[src/rtl/motor_drive_pwm.sv]
// motor_drive_pwm: two-channel L298 IN1/IN2 + PWM driver with braked direction reversal.
// Optional MOTOR_RAMP_EN: soft-ramp duty after start/reversal; undefined drives straight to target.
module motor_drive_pwm #(
  parameter int unsigned PWM_BITS     = 8,
  parameter int unsigned PRESC        = 196,
  parameter int unsigned DEADTIME_PER = 4,
  parameter int unsigned RAMP_STEP    = 8
) (
  input  logic                clk,
  input  logic                rst_n,
  input  logic                enable,
  input  logic [1:0]          directie_driverA,
  input  logic [1:0]          directie_driverB,
  input  logic [PWM_BITS-1:0] duty_a,
  input  logic [PWM_BITS-1:0] duty_b,
  output logic [1:0]          in_a,
  output logic                pwm_a,
  output logic [1:0]          in_b,
  output logic                pwm_b,
  output logic [1:0]          state_a,
  output logic [1:0]          state_b
);

  localparam int unsigned PS_W = $clog2(PRESC + 1);
  localparam int unsigned DT_W = $clog2(DEADTIME_PER + 1);
  localparam logic [PWM_BITS-1:0] CNT_MAX = PWM_BITS'((1 << PWM_BITS) - 2);

  typedef enum logic [1:0] {
    ST_IDLE  = 2'd0,
    ST_BRAKE = 2'd1,
    ST_RAMP  = 2'd2,
    ST_RUN   = 2'd3
  } state_e;

`ifdef MOTOR_RAMP_EN
  localparam state_e ST_START = ST_RAMP;
`else
  localparam state_e ST_START = ST_RUN;
`endif

  if (PRESC < 1 || DEADTIME_PER < 1 || RAMP_STEP < 1 || PWM_BITS < 2) begin : g_cfg_chk
    $error("motor_drive_pwm: invalid parameter set");
  end

  // Shared timebase: prescaler ticks drive a 0..2^PWM_BITS-2 period counter.
  logic [PS_W-1:0]     presc_q, presc_d;
  logic [PWM_BITS-1:0] cnt_q, cnt_d;
  logic                tick_c, period_end_c;
  logic                en_q;

  always_comb begin
    tick_c       = (presc_q == PS_W'(PRESC - 1));
    period_end_c = tick_c && (cnt_q == CNT_MAX);
    presc_d      = tick_c ? '0 : presc_q + PS_W'(1);
    cnt_d        = cnt_q;
    if (tick_c) begin
      cnt_d = period_end_c ? '0 : cnt_q + PWM_BITS'(1);
    end
  end

  always_ff @(posedge clk or negedge rst_n) begin
    if (!rst_n) begin
      presc_q <= '0;
      cnt_q   <= '0;
      en_q    <= 1'b0;
    end else begin
      presc_q <= presc_d;
      cnt_q   <= cnt_d;
      en_q    <= enable;
    end
  end

  logic [1:0]          dir_in   [2];
  logic [PWM_BITS-1:0] duty_in  [2];
  logic [1:0]          in_out   [2];
  logic [1:0]          st_out   [2];
  logic                pwm_out  [2];

  assign dir_in[0]  = directie_driverA;
  assign dir_in[1]  = directie_driverB;
  assign duty_in[0] = duty_a;
  assign duty_in[1] = duty_b;

  for (genvar c = 0; c < 2; c++) begin : g_ch
    state_e              state_q, state_d;
    logic [1:0]          dir_q, cur_dir_q, cur_dir_d, req_dir_q, req_dir_d;
    logic [1:0]          in_q, in_d;
    logic [PWM_BITS-1:0] tgt_q, duty_eff_q, duty_eff_d, start_duty_c;
    logic [DT_W-1:0]     dt_q, dt_d;
    logic                pwm_q, pwm_d, stop_c, rev_c;
`ifdef MOTOR_RAMP_EN
    logic [PWM_BITS:0]   ramp_sum_c;
`endif

    // Per-channel next state; outputs are derived from the next state so they register with it.
    always_comb begin
      state_d    = state_q;
      cur_dir_d  = cur_dir_q;
      req_dir_d  = req_dir_q;
      duty_eff_d = duty_eff_q;
      dt_d       = dt_q;
      stop_c     = !en_q || (dir_q == 2'b00) || (dir_q == 2'b11);
      rev_c      = (dir_q != cur_dir_q);
`ifdef MOTOR_RAMP_EN
      start_duty_c = '0;
      ramp_sum_c   = {1'b0, duty_eff_q} + (PWM_BITS + 1)'(RAMP_STEP);
`else
      start_duty_c = tgt_q;
`endif

      if (stop_c) begin
        state_d    = ST_IDLE;
        duty_eff_d = '0;
      end else begin
        case (state_q)
          ST_IDLE: begin
            if (rev_c && (cur_dir_q != 2'b00)) begin
              state_d   = ST_BRAKE;
              req_dir_d = dir_q;
              dt_d      = '0;
            end else begin
              state_d    = ST_START;
              cur_dir_d  = dir_q;
              duty_eff_d = start_duty_c;
            end
          end
          ST_BRAKE: begin
            req_dir_d = dir_q;
            if (period_end_c) begin
              dt_d = dt_q + DT_W'(1);
              if (dt_d == DT_W'(DEADTIME_PER)) begin
                state_d    = ST_START;
                cur_dir_d  = req_dir_d;
                duty_eff_d = start_duty_c;
              end
            end
          end
`ifdef MOTOR_RAMP_EN
          ST_RAMP: begin
            if (rev_c) begin
              state_d   = ST_BRAKE;
              req_dir_d = dir_q;
              dt_d      = '0;
            end else if (period_end_c) begin
              if (ramp_sum_c >= {1'b0, tgt_q}) begin
                duty_eff_d = tgt_q;
                state_d    = ST_RUN;
              end else begin
                duty_eff_d = ramp_sum_c[PWM_BITS-1:0];
              end
            end
          end
`endif
          ST_RUN: begin
            if (rev_c) begin
              state_d   = ST_BRAKE;
              req_dir_d = dir_q;
              dt_d      = '0;
            end else if (period_end_c) begin
              duty_eff_d = tgt_q;
            end
          end
          default: state_d = ST_IDLE;
        endcase
      end

      in_d  = 2'b00;
      pwm_d = 1'b0;
      case (state_d)
        ST_BRAKE: begin
          in_d  = 2'b11;
          pwm_d = 1'b1;
        end
        ST_RAMP, ST_RUN: begin
          in_d  = cur_dir_d;
          pwm_d = (cnt_d < duty_eff_d);
        end
        default: ;
      endcase
    end

    always_ff @(posedge clk or negedge rst_n) begin
      if (!rst_n) begin
        state_q    <= ST_IDLE;
        dir_q      <= '0;
        tgt_q      <= '0;
        cur_dir_q  <= '0;
        req_dir_q  <= '0;
        duty_eff_q <= '0;
        dt_q       <= '0;
        in_q       <= '0;
        pwm_q      <= 1'b0;
      end else begin
        state_q    <= state_d;
        dir_q      <= dir_in[c];
        tgt_q      <= duty_in[c];
        cur_dir_q  <= cur_dir_d;
        req_dir_q  <= req_dir_d;
        duty_eff_q <= duty_eff_d;
        dt_q       <= dt_d;
        in_q       <= in_d;
        pwm_q      <= pwm_d;
      end
    end

    assign in_out[c]  = in_q;
    assign pwm_out[c] = pwm_q;
    assign st_out[c]  = 2'(state_q);
  end

  assign in_a    = in_out[0];
  assign pwm_a   = pwm_out[0];
  assign state_a = st_out[0];
  assign in_b    = in_out[1];
  assign pwm_b   = pwm_out[1];
  assign state_b = st_out[1];

endmodule

[config.mk]
export PLATFORM = sky130hd
export DESIGN_NAME = motor_drive_pwm
export DESIGN_NICKNAME = d
export VERILOG_FILES = /design/src/rtl/motor_drive_pwm.sv
export SDC_FILE = /design/constraint.sdc
export NUM_CORES = 1
export LEC_CHECK = 0
export CAP_MARGIN = 0
export CORE_ASPECT_RATIO = 0.7
export CORE_MARGIN = 5
export CORE_UTILIZATION = 62
export DETAILED_ROUTE_END_ITERATION = 6
export PLACE_DENSITY = 0.89
export SETUP_SLACK_MARGIN = 0.3
export SYNTH_ARGS = -nofsm -noshare
export SYNTH_HDL_FRONTEND = slang
export SYNTH_SLANG_ARGS = --single-unit
[constraint.sdc]
create_clock -name clk -period 6.6 [get_ports clk]
set_input_delay 1.32 -clock clk [delete_from_list [all_inputs] [get_ports clk]]
set_output_delay 1.32 -clock clk [all_outputs]
set_load 0.1 [all_outputs]
# Word level (Yosys, flattened, before mapping)
# Index checks and enable logic that the tools add are counted.
op_classes:
  addsub: 4
  reduce_logical: 20
  n_eq_ne: 24
  bitwise: 2
  mux: 51
  n_lt_le_gt_ge: 2
op_table:
  columns: ["operator", "n"]
  rows:
  - ["8-bit two-way mux", 15]
  - ["8-bit one-hot mux with 3 select lines", 2]
  - ["2-bit two-way mux", 18]
  - ["3-bit two-way mux", 6]
  - ["3-bit one-hot mux with 3 select lines", 2]
  - ["8-bit by 1-bit adder with 8-bit output, second input constant", 2]
  - ["2-bit == test, second input constant", 8]
  - ["8-bit == test, second input constant", 2]
  - ["8-bit < comparator", 2]
  - ["2-bit one-hot mux with 2 select lines", 4]
  - ["2-bit != test, second input constant", 6]
  - ["2-bit one-hot mux with 3 select lines", 2]
  - ["5-bit AND reduction", 2]
  - ["2-bit by 1-bit == test with 1-bit output, second input constant", 4]
  - ["2-bit zero test", 4]
  - ["3-bit by 1-bit adder with 3-bit output, second input constant", 2]
  - ["3-bit == test, second input constant", 2]
  - ["3-bit nonzero test", 2]
  - ["1-bit logical OR", 4]
  - ["2-bit != test", 2]
  - ["1-bit one-hot mux with 2 select lines", 2]
  - ["2-bit nonzero test", 2]
  - ["2-bit OR reduction", 2]
  - ["1-bit logical AND", 3]
  - ["2 further kinds", 3]
totals:
  in_bits: 23
  register_bits: 73
  wordCells: 122

# Longest topological paths before layout
logic_depth:
  ltp_word: 9
  ltp_mapped: 16
  ltp_nobuf: 15

# Worst setup path after synthesis
# OpenSTA, ideal clock, no wires.
synth_timing:
  kind: "flip-flop to flip-flop"
  from: "register g_ch[0].state_q[1] (netlist: state_a[1])"
  to: "register g_ch[0].pwm_q (netlist: pwm_a)"
  arrival_ns: 3.389
  path_buffers: 1
  path_stages_with_launch: 14
  setup_ns: 0.082
  path_slack_ns: 3.129
  cell_sequence: "dfrtp_1 -> clkbuf_2 -> inv_1 -> nand2_1 -> o21ai_0 -> a32oi_2 -> mux2i_1 -> or2_2 -> ha_1 -> a21o_1 -> a21o_1 -> a21oi_1 -> o221ai_1 -> a31oi_1"
synth_between:
  elab_chain_len: 7
  word_cells_on_any_way: 16
  classes_between: "order compare (1); eq/ne (5); mux (8); reduce/logical (2)"
synth_lines:
  columns: ["element", "line", "rtl"]
  rows:
  - ["start, declared", "85", "state_e state_q, state_d;"]
  - ["start signal, assigned", "194", "state_q <= state_d;"]
  - ["parallel branches: the longest is 6 deep, another holds 8-bit < comparator", null, null]
  - ["1-bit one-hot mux with 2 select lines *", "169", "case (state_d)"]
  - ["net g_ch[0].pwm_d", "90", "logic pwm_q, pwm_d, stop_c, rev_c;"]
  - ["end signal, assigned", "202", "pwm_q <= pwm_d;"]
  - ["end, declared", "90", null]
# Mark *: on every way through the listed nets, which the timed path passes.
# A chain may end at the register's enable or synchronous reset.

# Worst setup path in the final report
layout_timing:
  from: "register presc_q[0]"
  to: "register g_ch[1].pwm_q (netlist: pwm_b)"
layout_between:
  elab_chain_len: 8
  word_cells_on_any_way: 18
  classes_between: "order compare (1); eq/ne (4); mux (11); reduce/logical (2)"
layout_lines:
  columns: ["element", "line", "rtl"]
  rows:
  - ["start, declared", "46", "logic [PS_W-1:0] presc_q, presc_d;"]
  - ["start signal, assigned", "67", "presc_q <= presc_d;"]
  - ["8-bit == test *", "52", "tick_c = (presc_q == PS_W'(PRESC - 1));"]
  - ["1-bit logical AND", "53", "period_end_c = tick_c && (cnt_q == CNT_MAX);"]
  - ["8-bit two-way mux or 2-bit two-way mux (tied branches)", "159, 129", null]
  - ["8-bit two-way mux or 2-bit one-hot mux with 3 select lines (tied branches)", "155, 115", null]
  - ["8-bit one-hot mux with 3 select lines or 2-bit two-way mux (tied branches)", "115, 111", null]
  - ["8-bit two-way mux or 2-bit == test (tied branches)", "111, 169", null]
  - ["8-bit < comparator or 2-bit OR reduction (tied branches)", "176, 169", null]
  - ["1-bit one-hot mux with 2 select lines *", "169", null]
  - ["net g_ch[1].pwm_d", "90", null]
  - ["end signal, assigned", "202", null]
  - ["end, declared", "90", null]
# Mark *: on every way through the listed nets, which the timed path passes. The rest lies on a longest branch.

==> impl_metrics.py <==
metrics = {
    "detailed_routing": {
        "dr.pass1.iters": 5,
        "wl_per_cell_um": 16.3,
        "drc_errors": 0,
        "routed_wl_um": 7560,
        "dr.first_iter.drc_count": 183,
        "ant_nets": 0,
        "via_count": 2760,
        "drt-vias-per-instance": 5.96,
    },
    "place": {
        "hpwl_um": 5560,
        "dp_slack_ns": 2.79,
        "placed_cell_area_mm2": 0.00403,
        "gp_congestion": 0.908,
        "portBuffers": 32,
    },
    "yosys": {
        "ys_warn_count": 0,
        "syn_area_mm2": 0.00367,
        "synth_cell_type_count": 53,
        "synth_edf_count": 0,
        "synth_area_leaders": "dfrtp_1 (50%), ha_1 (7.2%), mux2i_1 (4.6%), o21ai_0 (3.1%), nor2_1 (3.1%)",
        "yosys.area.top_type": "dfrtp_1",
        "seq_area_frac_synth_pct": 49.7,
        "syn_avg_cell_area_um2": 10.5,
        "synth-seq-cells": 73,
        "synth_flop_cell": "dfrtp_1",
        "synth_top_area_share_pct": 49.7,
        "synth-async-reset-ratio_pct": 100,
        "syn_nets": 394,
        "netlist_instances": 350,
    },
    "setup_path": {
        "critPathLaunchType": "flop",
        "cp-end-kind": "flop",
        "r2r_cells": 12,
        "r2r_start": "presc_q[0]",
        "cp_slowest_cell": "nor4_4",
        "path_max_fanout": 15,
        "r2r_end": "pwm_b",
        "worstPathCellList": "ha_1 > nand4b_1 > nor4_4 > nand3_1 > o21a_1 > a21oi_1 > a32oi_1 > ha_1 > nand2_1 > o21ai_0 > o21ai_0 > a22o_1",
        "worstPathArrival_ns": 4.21,
        "reg2reg_setup_slack_ns": 2.63,
        "crit_path_max_incr_delay_ns": 0.78,
        "worstSetupPathType": "flop to flop",
        "crit_family": "simple AND/OR/NAND/NOR gates",
        "crit_buf_inv": 0,
        "critPathRequiredTime_ns": 6.84,
    },
    "layout": {
        "final_nets": 427,
        "antennaDiodeCount": 0,
        "final_common_cell": "dfrtp_1",
        "n_fill_cell": 402,
        "drive_above_1_share_pct": 8.76,
        "syn2layout_area_growth_pct": 14.9,
        "fin_util_pct": 73.7,
        "design_area_mm2": 0.00422,
        "layout_common_cells": "dfrtp_1 (73), clkdlybuf4s50_1 (31), nor2_1 (30)",
    },
    "grt": {
        "use_met3_pct": 7.87,
        "grt_first_pass_wirelength_um": 13000,
        "grt_use_met2_pct": 35.9,
        "track_usage_pct": 22.7,
        "grt_max_degree": 44,
        "grt_pass1_vias": 2756,
        "overflow": 0,
        "busiest_layer": "met2",
        "antenna_found_initial": 0,
        "met1_usage_pct": 29.3,
    },
    "clocking": {
        "postCtsHoldBufs": 0,
        "clock_path_buffers": 2,
        "cts_sinks": 73,
        "root_buffer": "clkbuf_8",
        "cts_tree": "yes",
        "cts_buffers": 9,
        "cts_setup_buffers": 0,
        "clock_latency_ns": 0.35,
        "cts-resized-gates": 0,
        "cts.clk_slew.worst_paths_ns": 0.07,
        "cts_max_level": 3,
    },
    "die": {
        "die_x_um": 102,
        "die_h_um": 74.4,
        "die_area_mm2": 0.00759,
        "num_rows": 23,
        "ios": 33,
        "core_area_mm2": 0.00573,
        "start_util_pct": 64.1,
    },
    "sta": {
        "max_freq_mhz": 252,
        "fin_crit_ns": 3.97,
        "finalCritPeriodShare_pct": 60.1,
        "finClkSkew_ns": 0.00666,
        "rsz0062_at_grt": "no",
        "hold_slack_ns": 0.506,
        "final.setup.tns_ns": 0,
        "hold_viol_final": 0,
        "slew_viol_final": 0,
        "worst_pin_slew_ns": 0.986,
        "setup_violations": 0,
        "max_slew_margin_pct": 34.1,
        "postLayoutSetupSlackWorst_ns": 2.63,
    },
    "power_and_ir_drop": {
        "p_leak_nw": 1.95,
        "power_density_mw_per_mm2": 258,
        "ir_drop_mv": 0.155,
    },
    "hold_path": {
        "holdPathEnd": "g_ch[1].duty_eff_q[3]",
        "hp-class": "flop to flop",
        "hold_depth": 1,
        "worstHoldStart": "g_ch[1].start_duty_c[3]",
    },
    "job": {
        "cap_viol_max_count": 0,
    },
    "status": {
        "status": "completed",
    },
}
registers in the layout, indices dropped and copies added (netlist names):
| signal | cells |
|---|---|
| en_q | 1 |
| pwm_b | 1 |
| in_b | 2 |
| cnt_q | 8 |
| g_ch.start_duty_c | 16 |
| pwm_a | 1 |
| presc_q | 8 |
| g_ch.dir_q | 4 |
| g_ch.duty_eff_q | 16 |
| state_a | 2 |
| g_ch.dt_q | 6 |
| in_a | 2 |
| state_b | 2 |
| g_ch.cur_dir_q | 4 |
where the power goes:
part           total (mW)  leakage [nW]  internal [mW]  switching, mW
clock network       0.340        0.0974          0.184          0.156
logic               0.242         0.917         0.0865          0.155
registers           0.505         0.933          0.475         0.0298
worst max path at each step:
stage                from  endpoint  slack [ns]  depth (start not counted)
4_1_cts        presc_q[0]     pwm_b        2.69                         12
3_3_place_gp   presc_q[0]     pwm_b        2.95                         12
5_1_grt        presc_q[0]     pwm_b        2.26                         12
3_5_place_dp   presc_q[0]     pwm_b        2.79                         12
6_report       presc_q[0]     pwm_b        2.63                         12
2_1_floorplan  state_a[1]     pwm_a        3.13                         13
synth_stat cells, types with 3 or more instances:
master,number
o21ai_0,23
o211ai_1,3
xnor2_1,10
a21oi_1,9
a31oi_1,7
ha_1,21
inv_1,18
and3_1,3
nor2_1,30
o21a_1,4
nor2b_1,3
a21o_1,3
nand2_1,27
a22o_1,3
clkbuf_1,6
xor2_1,8
nand3_1,13
nand2b_1,5
or2_2,10
nand4_1,5
nor3_1,5
mux2i_1,17
dfrtp_1,73
and2_1,7
final cells by class:
| class | instances | area (um^2) | area share, % |
|---|---|---|---|
| inverter | 18 | 67.6 | 1.60 |
| sequential | 73 | 1830 | 43.3 |
| multi-input combinational | 248 | 1720 | 40.7 |
| timing repair buffer | 33 | 323 | 7.65 |
| clock buffer | 13 | 149 | 3.53 |
| tap | 75 | 93.8 | 2.22 |
| clock inverter | 3 | 40.0 | 0.949 |
through the flow:
stage	cells	total power, mW
global placement	447	0.744
floorplan	350	0.686
finish	463	1.09
global route	463	1.14
detailed placement	447	0.753
CTS	463	1.09
layer usage:
layer  share of wire [%]  vias to the layer above
li1                    -                     1304
met1                  45                     1353
met2                  47                       97
met3                 6.9                        6
met4                0.74                        0
met5                   0                        -
logic make-up (layout without fill, tap and decap cells):
group	count (synthesis)	in the layout	share of synthesized area (%)
flops	73	73	49.7
xor+xnor	18	18	4.29
mux	18	18	5.01
buf+inv	29	67	3.47
fa+ha+maj	21	21	7.15
compound gates	71	71	13.1
simple gates	120	120	17.2
(Power assumes the default switching activity.)
